===== config.mk =====
export PLATFORM = sky130hd
export DESIGN_NAME = restoring_div_seq_flat
export DESIGN_NICKNAME = d
export VERILOG_FILES = /design/src/rtl/restoring_div_seq_pkg.sv /design/src/rtl/restoring_div_seq_if.sv /design/src/rtl/restoring_div_seq_step.sv /design/src/rtl/restoring_div_seq.sv /design/src/flat_wrapper.sv
export SDC_FILE = /design/constraint.sdc
export NUM_CORES = 1
export LEC_CHECK = 0
export BUFFER_PORTS_ARGS = -buffer_cell sky130_fd_sc_hd__buf_2
export CELL_PAD_IN_SITES_DETAIL_PLACEMENT = 1
export CELL_PAD_IN_SITES_GLOBAL_PLACEMENT = 2
export CORE_MARGIN = 1.5
export CORE_UTILIZATION = 35
export DETAILED_ROUTE_END_ITERATION = 6
export PLACE_DENSITY_LB_ADDON = 0.2
export SYNTH_ARGS = -nofsm -noshare
export SYNTH_HDL_FRONTEND = slang
export SYNTH_SLANG_ARGS = --single-unit

===== constraint.sdc =====
create_clock -name clk -period 5.7 [get_ports clk]
set_input_delay 1.14 -clock clk [delete_from_list [all_inputs] [get_ports clk]]
set_output_delay 1.14 -clock clk [all_outputs]
set_load 0.005 [all_outputs]

===== src/rtl/restoring_div_seq_pkg.sv =====
// Shared definitions for the sequential restoring divider.
//   state_t     : FSM encoding (IDLE, RUN, FIN)
//   cnt_width() : width of the iteration counter for a W-bit divider
package restoring_div_pkg;

  typedef enum logic [1:0] {
    IDLE,
    RUN,
    FIN
  } state_t;

  // The counter must hold the value W itself, so it needs clog2(W+1) bits.
  function automatic int cnt_width(input int w);
    return $clog2(w + 1);
  endfunction

endpackage


===== src/rtl/restoring_div_seq_if.sv =====
// Handshake and operand/result bundle for restoring_div_seq.
//   start, dividend, divisor : request side (driven by master)
//   busy, done               : progress flags (driven by slave)
//   quotient, remainder      : registered results (driven by slave)
//   div_by_zero              : set with the results when divisor was 0
interface restoring_div_seq_if #(
  parameter int W = 8
);
  logic         start;
  logic [W-1:0] dividend;
  logic [W-1:0] divisor;
  logic         busy;
  logic         done;
  logic [W-1:0] quotient;
  logic [W-1:0] remainder;
  logic         div_by_zero;

  modport master (
    output start, dividend, divisor,
    input  busy, done, quotient, remainder, div_by_zero
  );

  modport slave (
    input  start, dividend, divisor,
    output busy, done, quotient, remainder, div_by_zero
  );
endinterface


===== src/rtl/restoring_div_seq_step.sv =====
// One iteration of the restoring division datapath (combinational).
//   a, qr, d       : partial remainder, dividend/quotient shifter, divisor
//   a_next, qr_next: state after shift, trial subtract and restore
module restoring_div_step #(
  parameter int W = 8
) (
  input  logic [W:0]   a,
  input  logic [W-1:0] qr,
  input  logic [W-1:0] d,
  output logic [W:0]   a_next,
  output logic [W-1:0] qr_next
);

  logic [W:0] a_sh;
  logic [W:0] t;
  logic       unused_msb;

  // The partial remainder stays below D, so its MSB is always zero and
  // is shifted out without loss.
  assign unused_msb = a[W];

  always_comb begin
    a_sh    = {a[W-1:0], qr[W-1]};
    t       = a_sh - {1'b0, d};
    a_next  = a_sh;
    qr_next = {qr[W-2:0], 1'b0};
    if (!t[W]) begin
      a_next  = t;
      qr_next = {qr[W-2:0], 1'b1};
    end
  end

endmodule


===== src/rtl/restoring_div_seq.sv =====
// Unsigned sequential restoring divider, one quotient bit per clock.
//   clk : clock, rising edge
//   rst : synchronous active-high reset
//   bus : start/dividend/divisor in; busy/done/quotient/remainder/
//         div_by_zero out (slave side of restoring_div_seq_if)
// Accept in IDLE or FIN; W iterations in RUN; results latched on entry
// to FIN, which lasts one cycle. Divide by zero goes straight to FIN.
module restoring_div_seq
  import restoring_div_pkg::*;
#(
  parameter int W = 8
) (
  input  logic                clk,
  input  logic                rst,
  restoring_div_seq_if.slave  bus
);

  localparam int CW = cnt_width(W);

  state_t        state;
  logic [W:0]    a;
  logic [W-1:0]  qr;
  logic [W-1:0]  d;
  logic [CW-1:0] cnt;
  logic [W-1:0]  quotient_r;
  logic [W-1:0]  remainder_r;
  logic          dbz_r;

  logic [W:0]    a_next;
  logic [W-1:0]  qr_next;

  restoring_div_step #(.W(W)) u_step (
    .a       (a),
    .qr      (qr),
    .d       (d),
    .a_next  (a_next),
    .qr_next (qr_next)
  );

  always_ff @(posedge clk) begin
    if (rst) begin
      state       <= IDLE;
      a           <= '0;
      qr          <= '0;
      d           <= '0;
      cnt         <= '0;
      quotient_r  <= '0;
      remainder_r <= '0;
      dbz_r       <= 1'b0;
    end else begin
      case (state)
        // FIN accepts a new request exactly like IDLE so divisions can
        // run back to back.
        IDLE, FIN: begin
          if (bus.start) begin
            if (bus.divisor == '0) begin
              state       <= FIN;
              quotient_r  <= '1;
              remainder_r <= bus.dividend;
              dbz_r       <= 1'b1;
            end else begin
              state <= RUN;
              a     <= '0;
              qr    <= bus.dividend;
              d     <= bus.divisor;
              cnt   <= CW'(W);
            end
          end else begin
            state <= IDLE;
          end
        end
        RUN: begin
          a   <= a_next;
          qr  <= qr_next;
          cnt <= cnt - 1'b1;
          // The last iteration's result goes straight to the outputs.
          if (cnt == CW'(1)) begin
            state       <= FIN;
            quotient_r  <= qr_next;
            remainder_r <= a_next[W-1:0];
            dbz_r       <= 1'b0;
          end
        end
        default: state <= IDLE;
      endcase
    end
  end

  assign bus.busy        = (state == RUN);
  assign bus.done        = (state == FIN);
  assign bus.quotient    = quotient_r;
  assign bus.remainder   = remainder_r;
  assign bus.div_by_zero = dbz_r;

endmodule


===== src/flat_wrapper.sv =====
// flat-port wrapper written by rule: the top's interface ports become plain ports
module restoring_div_seq_flat import restoring_div_pkg::*;
#(
  parameter int W = 8
)
  (clk, rst, bus_start, bus_dividend, bus_divisor, bus_busy, bus_done, bus_quotient, bus_remainder, bus_div_by_zero);
  restoring_div_seq_if #(.W(W)) bus_i ();
  input  logic clk;
  input  logic rst;
  input wire logic [$bits(bus_i.start)-1:0] bus_start;
  input wire logic [$bits(bus_i.dividend)-1:0] bus_dividend;
  input wire logic [$bits(bus_i.divisor)-1:0] bus_divisor;
  output wire logic [$bits(bus_i.busy)-1:0] bus_busy;
  output wire logic [$bits(bus_i.done)-1:0] bus_done;
  output wire logic [$bits(bus_i.quotient)-1:0] bus_quotient;
  output wire logic [$bits(bus_i.remainder)-1:0] bus_remainder;
  output wire logic [$bits(bus_i.div_by_zero)-1:0] bus_div_by_zero;
  assign bus_i.start = bus_start;
  assign bus_i.dividend = bus_dividend;
  assign bus_i.divisor = bus_divisor;
  assign bus_busy = bus_i.busy;
  assign bus_done = bus_i.done;
  assign bus_quotient = bus_i.quotient;
  assign bus_remainder = bus_i.remainder;
  assign bus_div_by_zero = bus_i.div_by_zero;
  restoring_div_seq #(.W(W)) u_core (.clk(clk), .rst(rst), .bus(bus_i));
endmodule

==> run metrics, run 1 <==
Int Pwr=601 uW; core area=7180 um^2; Required @ worst endpoint=4560 ps; Final Non-Filler Cells=469; Peak Freq=333 MHz; Min-Delay Path Depth=1; post-CTS setup buffers=0; flop2flop setup slack=3020 ps; switching share of power=38.8%; leak pwr=0.00119 uW; IO Pins=38; clk sinks=47; placed insts=461; CP Data Arrival Time=1870 ps; worst-skew pair later-pin latency=310 ps; DR DRC count=0; setup violators final=0; outcome=completed; Synth top area share=36.6%; Post-Synthesis Cells=340; total gr overflow=0; Seq/Total Area, Yosys=36.6%; launching point of the worst reg2reg path=u_core.qr[7]$_SDFFE_PP0P_; Pwr per Cell Area=338 nW/um^2; Global Route Usage Sum=19.6%; Top FF cell, synth=dfxtp_1; first-pass GRT wire length=11,900 um; die area=7860 um^2; placed wire-length estimate=5300 um; H-tree depth=2; TritonCTS buffer count=5; synth warn=0; register area=941 um^2; First-pass DRT Iterations=4; Max Cap Violations=0; most frequent cells in the layout=78 x nor2_1, 47 x dfxtp_1, 38 x nand2_1; critical path, cell by cell=nand2b_1 > buf_4 > inv_1 > buf_2; Setup CP Type=reg -> out; Critical Path Start Type=flip-flop; row count=31; number of antenna violations at the first check in global routing=0; Worst-path clk slew=100 ps; hold slack=479 ps; Tightest Hold Check Type=reg -> reg; Port Buf Inserts=37; Hold Path End=u_core.cnt[3]$_SDFFE_PP0P_; hold buffers post-CTS=0; Reg power frac=39.1%; CTS tree=built; Synth Net Count=370; Tmin final=3010 ps; number of enable flip-flop cells after synthesis=0; chip height=88.7 um; ANT nets after route=0; CP endpoint kind=output pin; worst slew pin tran=954 ps; Crit Path Max Fanout=28; Final Slew Violations=0; final WL=7190 um; PostCTS Resize Cnt=0; Netlist Area Pre-Place=2570 um^2; combinational power share=39.0%; synthesis-stage register bit count=47; vias per cell=5.16; HP Start=u_core.cnt[3]$_SDFFE_PP0P_; largest net degree at the start of global routing=43; commonest non-fill, non-tap cell in the layout=nor2_1; clock skew=7.72 ps; post-synth top area cell=dfxtp_1; fill count=915; setup TNS=0 ps; post-place instance area=2810 um^2; synth top area cells=dfxtp_1 37%, nor2_1 11%, nand2_1 5.6%; Fin. Hold Viols=0; Total Power=983 uW; Critical Path Slowest Stage Cell=dfxtp_1; Max clock buf depth=2; Initial Utilization=35.8%; Clock power frac=21.8%; Layout area overhead=13.1%; Ant. Diodes=0; Post-synth ARST share=0%; Avg Cell Area, Syn=7.56 um^2; Psw=382 uW; DR vias=2,420; root buf cell=clkbuf_8; number of global-route vias before repair=2,359; Die X=88.7 um; Worst slew margin=35.9%; final period utilization=52.7%; reg2reg end=u_core.bus.remainder[5]$_SDFFE_PP0P_; RSZ-0062 raised after global routing=no; Detailed Route Iter0 Violations=95; CP max stage delay=600 ps; multi-input logic area=1490 um^2; Max VDD drop=119 uV; final instance area=2910 um^2; Final Net Count=399; WL/cell=15.3 um; fraction of layout cells with a size suffix above 1=16.2%; reg2reg path depth=10; Unique masters post-synth=54; RePlAce Congestion=0.766
-- how the worst max path moves through the flow --
stage                            startpoint                        end  slack (ps)  cells after the start
6_report       u_core.state[0]$_SDFFE_PP0P_                   bus_busy        2690                      4
5_1_grt        u_core.state[0]$_SDFFE_PP0P_                   bus_busy        2530                      4
4_1_cts        u_core.state[0]$_SDFFE_PP0P_                   bus_busy        2660                      4
3_5_place_dp                 bus_divisor[4]  u_core.qr[1]$_SDFFE_PP0P_        2530                      6
3_3_place_gp                 bus_divisor[4]  u_core.qr[1]$_SDFFE_PP0P_        2630                      6
2_1_floorplan                bus_divisor[4]  u_core.qr[1]$_SDFFE_PP0P_        3150                      6
-- cell usage after synthesis, types with 2 or more instances --
cell      number
nor3_1        13
and2_1         3
nor2_1        78
xor2_1         3
nor2b_1        2
nor3b_1        4
a311oi_1       7
inv_1         14
buf_2          3
or2b_1         2
nor4_1         2
o21ai_0       14
clkbuf_1      12
a211oi_1      12
a21o_1         5
a21oi_1       22
ha_1          10
o22ai_1        2
o21a_1         2
nand3_1        6
or3_1          2
dfxtp_1       47
nand2_1       38
buf_6          2
a31oi_1        3
nand2b_1       3
a211oi_2       2
-- metrics by stage --
step | utilization (%) | worst slack (ps)
global placement | 39.2 | 2630
floorplan | - | 3150
finish | 40.5 | 2690
CTS | 40.5 | 2660
detailed placement | 39.2 | 2530
global route | 40.5 | 2530
-- cell families (layout without fill, tap and decap cells) --
| group | Yosys count | in the layout | synth area share [%] |
|---|---|---|---|
| AO/OA/AOI/OAI | 83 | 83 | 21.7 |
| multiplexers | 2 | 2 | 1.46 |
| adder cells (fa/ha/maj) | 11 | 11 | 5.65 |
| flip-flops | 47 | 47 | 36.6 |
| XOR/XNOR | 3 | 3 | 1.02 |
| buffers and inverters | 32 | 62 | 5.41 |
| AND/OR/NAND/NOR | 162 | 162 | 28.1 |
-- critical path: cells and delay by family, from the launching register on --
kind / cells / cell delay [ps]
buffers and inverters: 3 / 850
flip-flops: 1 / 600
AND/OR/NAND/NOR: 1 / 100
-- area by class of cell --
class,instances,area share (%)
Multi-Input combinational cell,261,51.2
Inverter,14,1.81
Tap cell,99,4.26
Clock buffer,5,2.37
Timing Repair Buffer,40,7.15
Clock inverter,3,0.775
Sequential cell,47,32.4
-- power groups by stage --
stage	Combinational [uW]	Sequential, uW	Clock (uW)
3_5_place_dp	384	392	0
6_report	384	385	214
5_1_grt	433	390	235
2_1_floorplan	292	384	0
3_3_place_gp	379	392	0
4_1_cts	386	385	223
-- per-layer routing --
layer,GRT usage (%),vias to the layer above,routed length (um)
met2,29.9,38,3100
li1,-,1237,-
met5,0,-,0
met4,3.84,0,51
met1,28.3,1139,3750
met3,4.57,6,288
-- registers in the layout, summed over array words and instances (netlist names) --
register / flops
u_core.a: 8
u_core.bus.div_by_zero: 1
u_core.bus.quotient: 8
u_core.bus.remainder: 8
u_core.cnt: 4
u_core.d: 8
u_core.qr: 8
u_core.state: 2
Note: power is estimated with default switching activity, not from simulation.
==> run 2, diff against run 1 <==
Settings changed: CORE_UTILIZATION 35 to 32.
Clock period 5.7 ns to 3.1 ns, I/O delays scaled along.
==> run 2 against run 1 <==
  * Clock-buffer cell count rose by 1
  * Non-clock buffer count up 6
  * Clock power is 79% higher
  * Wire length rose by 2.6%
  * Register-to-register slack worse by 2500 ps
  * Worst setup slack worse by 2200 ps
  * First-iteration DRC count is 5.3% lower
  * Flip-flop and latch count unchanged
  * Sequential power rose by 82%
  * Hold slack improved by 12 ps
  * Critical endpoint is now u_core.bus.remainder[2]$_SDFFE_PP0P_
  * Largest power group is now combinational logic
==> run metrics, run 2 (same netlist as run 1, synthesis figures left out) <==
DR vias=2,442 (was 2,420); final WL=7380 um (was 7190 um); launching point of the worst reg2reg path=u_core.qr[7]$_SDFFE_PP0P_ (unchanged); HP Start=u_core.cnt[3]$_SDFFE_PP0P_ (unchanged); Required @ worst endpoint=3330 ps (was 4560 ps); Layout area overhead=14.9% (was 13.1%); Detailed Route Iter0 Violations=90 (was 95); WL/cell=15.4 um (was 15.3 um); fill count=1,004 (was 915); hold slack=491 ps (was 479 ps); setup violators final=0 (unchanged); chip height=92.6 um (was 88.7 um); Crit Path Max Fanout=8 (was 28); final instance area=2950 um^2 (was 2910 um^2); row count=32 (was 31); reg2reg path depth=10 (unchanged); Worst Setup EP=u_core.bus.remainder[2]$_SDFFE_PP0P_ (was bus_busy); clock skew=5.99 ps (was 7.72 ps); Critical Path Start Type=flip-flop (unchanged); Final Slew Violations=0 (unchanged); CP endpoint kind=flip-flop (was output pin); ANT nets after route=0 (unchanged); worst slew pin tran=821 ps (was 954 ps); First-pass DRT Iterations=4 (unchanged); Port Buf Inserts=37 (unchanged); hold buffers post-CTS=0 (unchanged); Max VDD drop=190 uV (was 119 uV); Setup CP Type=reg -> reg (was reg -> out); setup TNS=0 ps (unchanged); vias per cell=5.11 (was 5.16); number of antenna violations at the first check in global routing=0 (unchanged); Max Cap Violations=0 (unchanged); placed wire-length estimate=5670 um (was 5300 um); Initial Utilization=33.1% (was 35.8%); Die X=92.6 um (was 88.7 um); DR DRC count=0 (unchanged); largest net degree at the start of global routing=28 (was 43); PnR worst setup slack=511 ps (was 2690 ps); leak pwr=0.00121 uW (was 0.00119 uW); RSZ-0062 raised after global routing=no (unchanged); PostCTS Resize Cnt=0 (unchanged); total gr overflow=0 (unchanged); RePlAce Congestion=0.779 (was 0.766); H-tree depth=2 (unchanged); Max clock buf depth=2 (unchanged); final period utilization=83.5%; first-pass GRT wire length=12,300 um (was 11,900 um); CTS tree=built (unchanged); Peak Freq=386 MHz; Tmin final=2590 ps; Pwr per Cell Area=609 nW/um^2 (was 338 nW/um^2); worst-skew pair later-pin latency=300 ps (was 310 ps); outcome=completed (unchanged); clk sinks=47 (unchanged); Fin. Hold Viols=0 (unchanged); placed insts=470 (was 461); Final Non-Filler Cells=478 (was 469); post-CTS setup buffers=0 (unchanged); flop2flop setup slack=510 ps (was 3020 ps); Worst-path clk slew=90 ps (was 100 ps); die area=8570 um^2 (was 7860 um^2); reg2reg end=u_core.bus.remainder[2]$_SDFFE_PP0P_ (was u_core.bus.remainder[5]$_SDFFE_PP0P_); Global Route Usage Sum=18.2% (was 19.6%); TritonCTS buffer count=5 (unchanged); Ant. Diodes=0 (unchanged); number of global-route vias before repair=2,387 (was 2,359); Worst slew margin=45.2% (was 35.9%); fraction of layout cells with a size suffix above 1=17.3% (was 16.2%); CP Launch Point=u_core.qr[7]$_SDFFE_PP0P_ (was u_core.state[0]$_SDFFE_PP0P_); CP Data Arrival Time=2810 ps (was 1870 ps); core area=7770 um^2 (was 7180 um^2); IO Pins=38 (unchanged); Final Net Count=405 (was 399); commonest non-fill, non-tap cell in the layout=nor2_1 (unchanged); root buf cell=clkbuf_8 (unchanged); post-place instance area=2860 um^2 (was 2810 um^2); most frequent cells in the layout=78 x nor2_1, 47 x dfxtp_1, 38 x nand2_1 (unchanged); dpl ws=524 ps (was 2530 ps); Tightest Hold Check Type=reg -> reg (unchanged)
==> run 2: cell types whose count changed in the layout (fill, tap and decap cells not counted) <==
| cell | previous run | this run |
|---|---|---|
| clkinv_2 | 1 | 0 |
| clkinvlp_4 | 0 | 1 |
| buf_4 | 3 | 9 |
| clkbuf_1 | 0 | 1 |
| inv_6 | 2 | 1 |
==> run 2: worst min path at each step <==
stage,to,cells past startpoint,slack [ps]
global placement,u_core.cnt[3]$_SDFFE_PP0P_,1,460
finish,u_core.cnt[3]$_SDFFE_PP0P_,1,490
global route,u_core.cnt[3]$_SDFFE_PP0P_,1,510
CTS,u_core.cnt[3]$_SDFFE_PP0P_,1,490
detailed placement,u_core.cnt[3]$_SDFFE_PP0P_,1,460
floorplan,u_core.cnt[3]$_SDFFE_PP0P_,1,440
==> run 2: critical path, cell delays in order, from the launching register on <==
cell      delay [ps]
dfxtp_1          310
inv_1             90
ha_1             170
inv_1             50
fa_1             410
a211oi_2         330
nor3_2           140
mux2i_4          280
nor3_1           120
or3_1            410
a211oi_2         210
==> run 2: through the flow <==
step / total power [uW] / utilization, %
final: 1800 / 38.0
after global routing: 1930 / 38.0
after CTS: 1830 / 38.0
after detailed placement: 1430 / 36.9
after global placement: 1430 / 36.9
after floorplan: 1240 / -
==> run 2: final cells by class <==
type                       instances  area (um^2)  share of cell area, %
inverter                          14         52.6                   1.78
clock buffer                       6         72.6                   2.46
tap                              102          128                   4.32
timing repair buffer              46          253                   8.56
clock inverter                     2         16.3                  0.551
multi-input combinational        261         1490                   50.4
sequential                        47          941                   31.9
==> run 2: per-layer routing <==
layer | vias to the layer above | routed length (um) | global-route usage (%)
met4 | 0 | 56 | 3.97
li1 | 1252 | - | -
met2 | 18 | 3650 | 32.4
met1 | 1167 | 3550 | 23.2
met3 | 5 | 125 | 2.71
met5 | - | 0 | 0
==> run 2: power breakdown <==
group	internal, uW	leakage [uW]	switching (uW)	total [uW]
clock network	163	0.0000418	222	384
registers	661	0.000385	39.4	700
logic	286	0.000786	428	714
==> run 3, diff against run 2 <==
Clock period 3.1 ns to 2.5 ns, I/O delays scaled along.
==> run 3 against run 2 <==
  * Hold slack lost 53 ps
  * Non-clock buffer count grew 17
  * Worst setup slack lost 470 ps
  * Utilization grew 2.4 points
  * Die area is the same
  * Register-to-register slack lost 470 ps
  * First-iteration DRC count shrank 6.7%
  * Global-route usage grew 0.72 points
  * Critical path type unchanged
==> run metrics, run 3 (same netlist as run 1, synthesis figures left out) <==
final period utilization=98.3% (was 83.5%); Ant. Diodes=0 (unchanged); reg2reg path depth=10 (unchanged); Fin. Hold Viols=0 (unchanged); leak pwr=0.00130 uW (was 0.00121 uW); Peak Freq=407 MHz (was 386 MHz); launching point of the worst reg2reg path=u_core.qr[7]$_SDFFE_PP0P_ (unchanged); CP endpoint kind=flip-flop (unchanged); total gr overflow=0 (unchanged); Final Slew Violations=0 (unchanged); Layout area overhead=22.0% (was 14.9%); largest net degree at the start of global routing=28 (unchanged); Tightest Hold Check Type=in -> reg (was reg -> reg); CP max stage delay=520 ps (was 410 ps); first-pass GRT wire length=12,800 um (was 12,300 um); core area=7770 um^2 (unchanged); IO Pins=38 (unchanged); row count=32 (unchanged); clk sinks=47 (unchanged); Detailed Route Iter0 Violations=84 (was 90); clock skew=8.56 ps (was 5.99 ps); worst slew pin tran=539 ps (was 821 ps); number of global-route vias before repair=2,562 (was 2,387); flop2flop setup slack=40 ps (was 510 ps); WL/cell=15.7 um (was 15.4 um); Tmin final=2460 ps (was 2590 ps); root buf cell=clkbuf_8 (unchanged); RePlAce Congestion=0.811 (was 0.779); Min-Delay Path Depth=3 (was 1); outcome=completed (unchanged); reg2reg end=u_core.a[5]$_SDFFE_PP0P_ (was u_core.bus.remainder[2]$_SDFFE_PP0P_); RSZ-0062 raised after global routing=yes (was no); fraction of layout cells with a size suffix above 1=22.9% (was 17.3%); final WL=7750 um (was 7380 um); Die X=92.6 um (unchanged); worst-skew pair later-pin latency=310 ps (was 300 ps); Global Route Usage Sum=19.0% (was 18.2%); chip height=92.6 um (unchanged); First-pass DRT Iterations=4 (unchanged); setup violators final=0 (unchanged); HP Start=bus_divisor[2] (was u_core.cnt[3]$_SDFFE_PP0P_); crit-path most repeated cell=inv_2; Final Net Count=422 (was 405); Critical Path Start Type=flip-flop (unchanged); hold buffers post-CTS=0 (unchanged); ANT nets after route=0 (unchanged); commonest non-fill, non-tap cell in the layout=nor2_1 (unchanged); Max clock buf depth=2 (unchanged); DR DRC count=0 (unchanged); placed wire-length estimate=5800 um (was 5670 um); Max Cap Violations=0 (unchanged); critical path, cell by cell=inv_2 > ha_4 > inv_2 > fa_2 > a211oi_4 > nor3_4 > mux2i_4 > nor2_4 > or4_1 > o311ai_1 (was inv_1 > ha_1 > inv_1 > fa_1 > a211oi_2 > nor3_2 > mux2i_4 > nor3_1 > or3_1 > a211oi_2); CP delay by family, top=simple AND/OR/NAND/NOR gates (unchanged); CTS tree=built (unchanged); most frequent cells in the layout=78 x nor2_1, 45 x dfxtp_1, 38 x nand2_1 (was 78 x nor2_1, 47 x dfxtp_1, 38 x nand2_1); Critical Path Slowest Stage Cell=or4_1 (was fa_1); H-tree depth=2 (unchanged); Pwr per Cell Area=764 nW/um^2 (was 609 nW/um^2); hold slack=438 ps (was 491 ps); WP buf/inv=2 (unchanged); vias per cell=5.06 (was 5.11); Required @ worst endpoint=2710 ps (was 3330 ps); number of antenna violations at the first check in global routing=0 (unchanged); die area=8570 um^2 (unchanged); Port Buf Inserts=37 (unchanged); Initial Utilization=33.1% (unchanged); Setup CP Type=reg -> reg (unchanged); CP Data Arrival Time=2670 ps (was 2810 ps); Total Power=2400 uW (was 1800 uW); Worst slew margin=63.8% (was 45.2%); Hold Path End=u_core.d[2]$_SDFFE_PP0P_ (was u_core.cnt[3]$_SDFFE_PP0P_); TritonCTS buffer count=5 (unchanged); Max VDD drop=306 uV (was 190 uV); Worst-path clk slew=90 ps (about the same); Crit Path Max Fanout=7 (was 8); DR vias=2,505 (was 2,442)
run 3: layer usage:
layer	vias up	part of all wire, %	GRT usage, %
met5	-	0	0
met1	1183	46	23.9
met4	0	1.8	5.90
li1	1279	-	-
met2	32	49	32.5
met3	11	2.7	3.45
run 3: what timing repair did:
item / CTS / global route
pin swaps: 2 / 7
resized for setup: 1 / 17
setup buffers: 1 / 4
endpoints found under the setup margin: 2 / 15
cloned: 0 / 0
run 3: worst register-to-register path, cell delays in order, from the launching register on:
cell and delay (ps):
dfxtp_2 330, inv_2 70, ha_4 140, inv_2 40
fa_2 410, a211oi_4 290, nor3_4 90, mux2i_4 310
nor2_4 80, or4_1 520, o311ai_1 90
run 3: final cells by class:
class	count	area [um^2]
inverter	14	52.6
timing repair buffer	63	384
tap	102	128
multi-input combinational	261	1540
clock inverter	2	16.3
fill	989	4630
sequential	47	943
clock buffer	6	72.6
run 3: worst max path at each step:
stage	cells past startpoint	slack, ps	endpoint	from
floorplan	10	160	u_core.a[5]$_SDFFE_PP0P_	u_core.qr[7]$_SDFFE_PP0P_
global placement	10	70	u_core.a[5]$_SDFFE_PP0P_	u_core.qr[7]$_SDFFE_PP0P_
detailed placement	10	-3	u_core.a[5]$_SDFFE_PP0P_	u_core.qr[7]$_SDFFE_PP0P_
CTS	10	-9	u_core.a[5]$_SDFFE_PP0P_	u_core.qr[7]$_SDFFE_PP0P_
global route	10	-90	u_core.bus.remainder[2]$_SDFFE_PP0P_	u_core.qr[7]$_SDFFE_PP0P_
finish	10	40	u_core.a[5]$_SDFFE_PP0P_	u_core.qr[7]$_SDFFE_PP0P_
run 3: where the power goes:
group          leakage (uW)  internal (uW)  switching [uW]
registers          0.000386            820            51.1
clock network     0.0000418            202             284
logic              0.000874            454             586
run 3: through the flow:
stage | setup TNS (ps) | instance area [um^2] | std cells | utilization, % | worst slack [ps]
3_3_place_gp | 0 | 2950 | 482 | 38.0 | 71.9
3_5_place_dp | -3.18 | 2950 | 482 | 38.0 | -3.18
6_report | 0 | 3130 | 495 | 40.4 | 41.3
4_1_cts | -8.80 | 3050 | 491 | 39.3 | -8.80
2_1_floorplan | 0 | 2570 | 340 | - | 163
5_1_grt | -444 | 3130 | 495 | 40.4 | -86.1
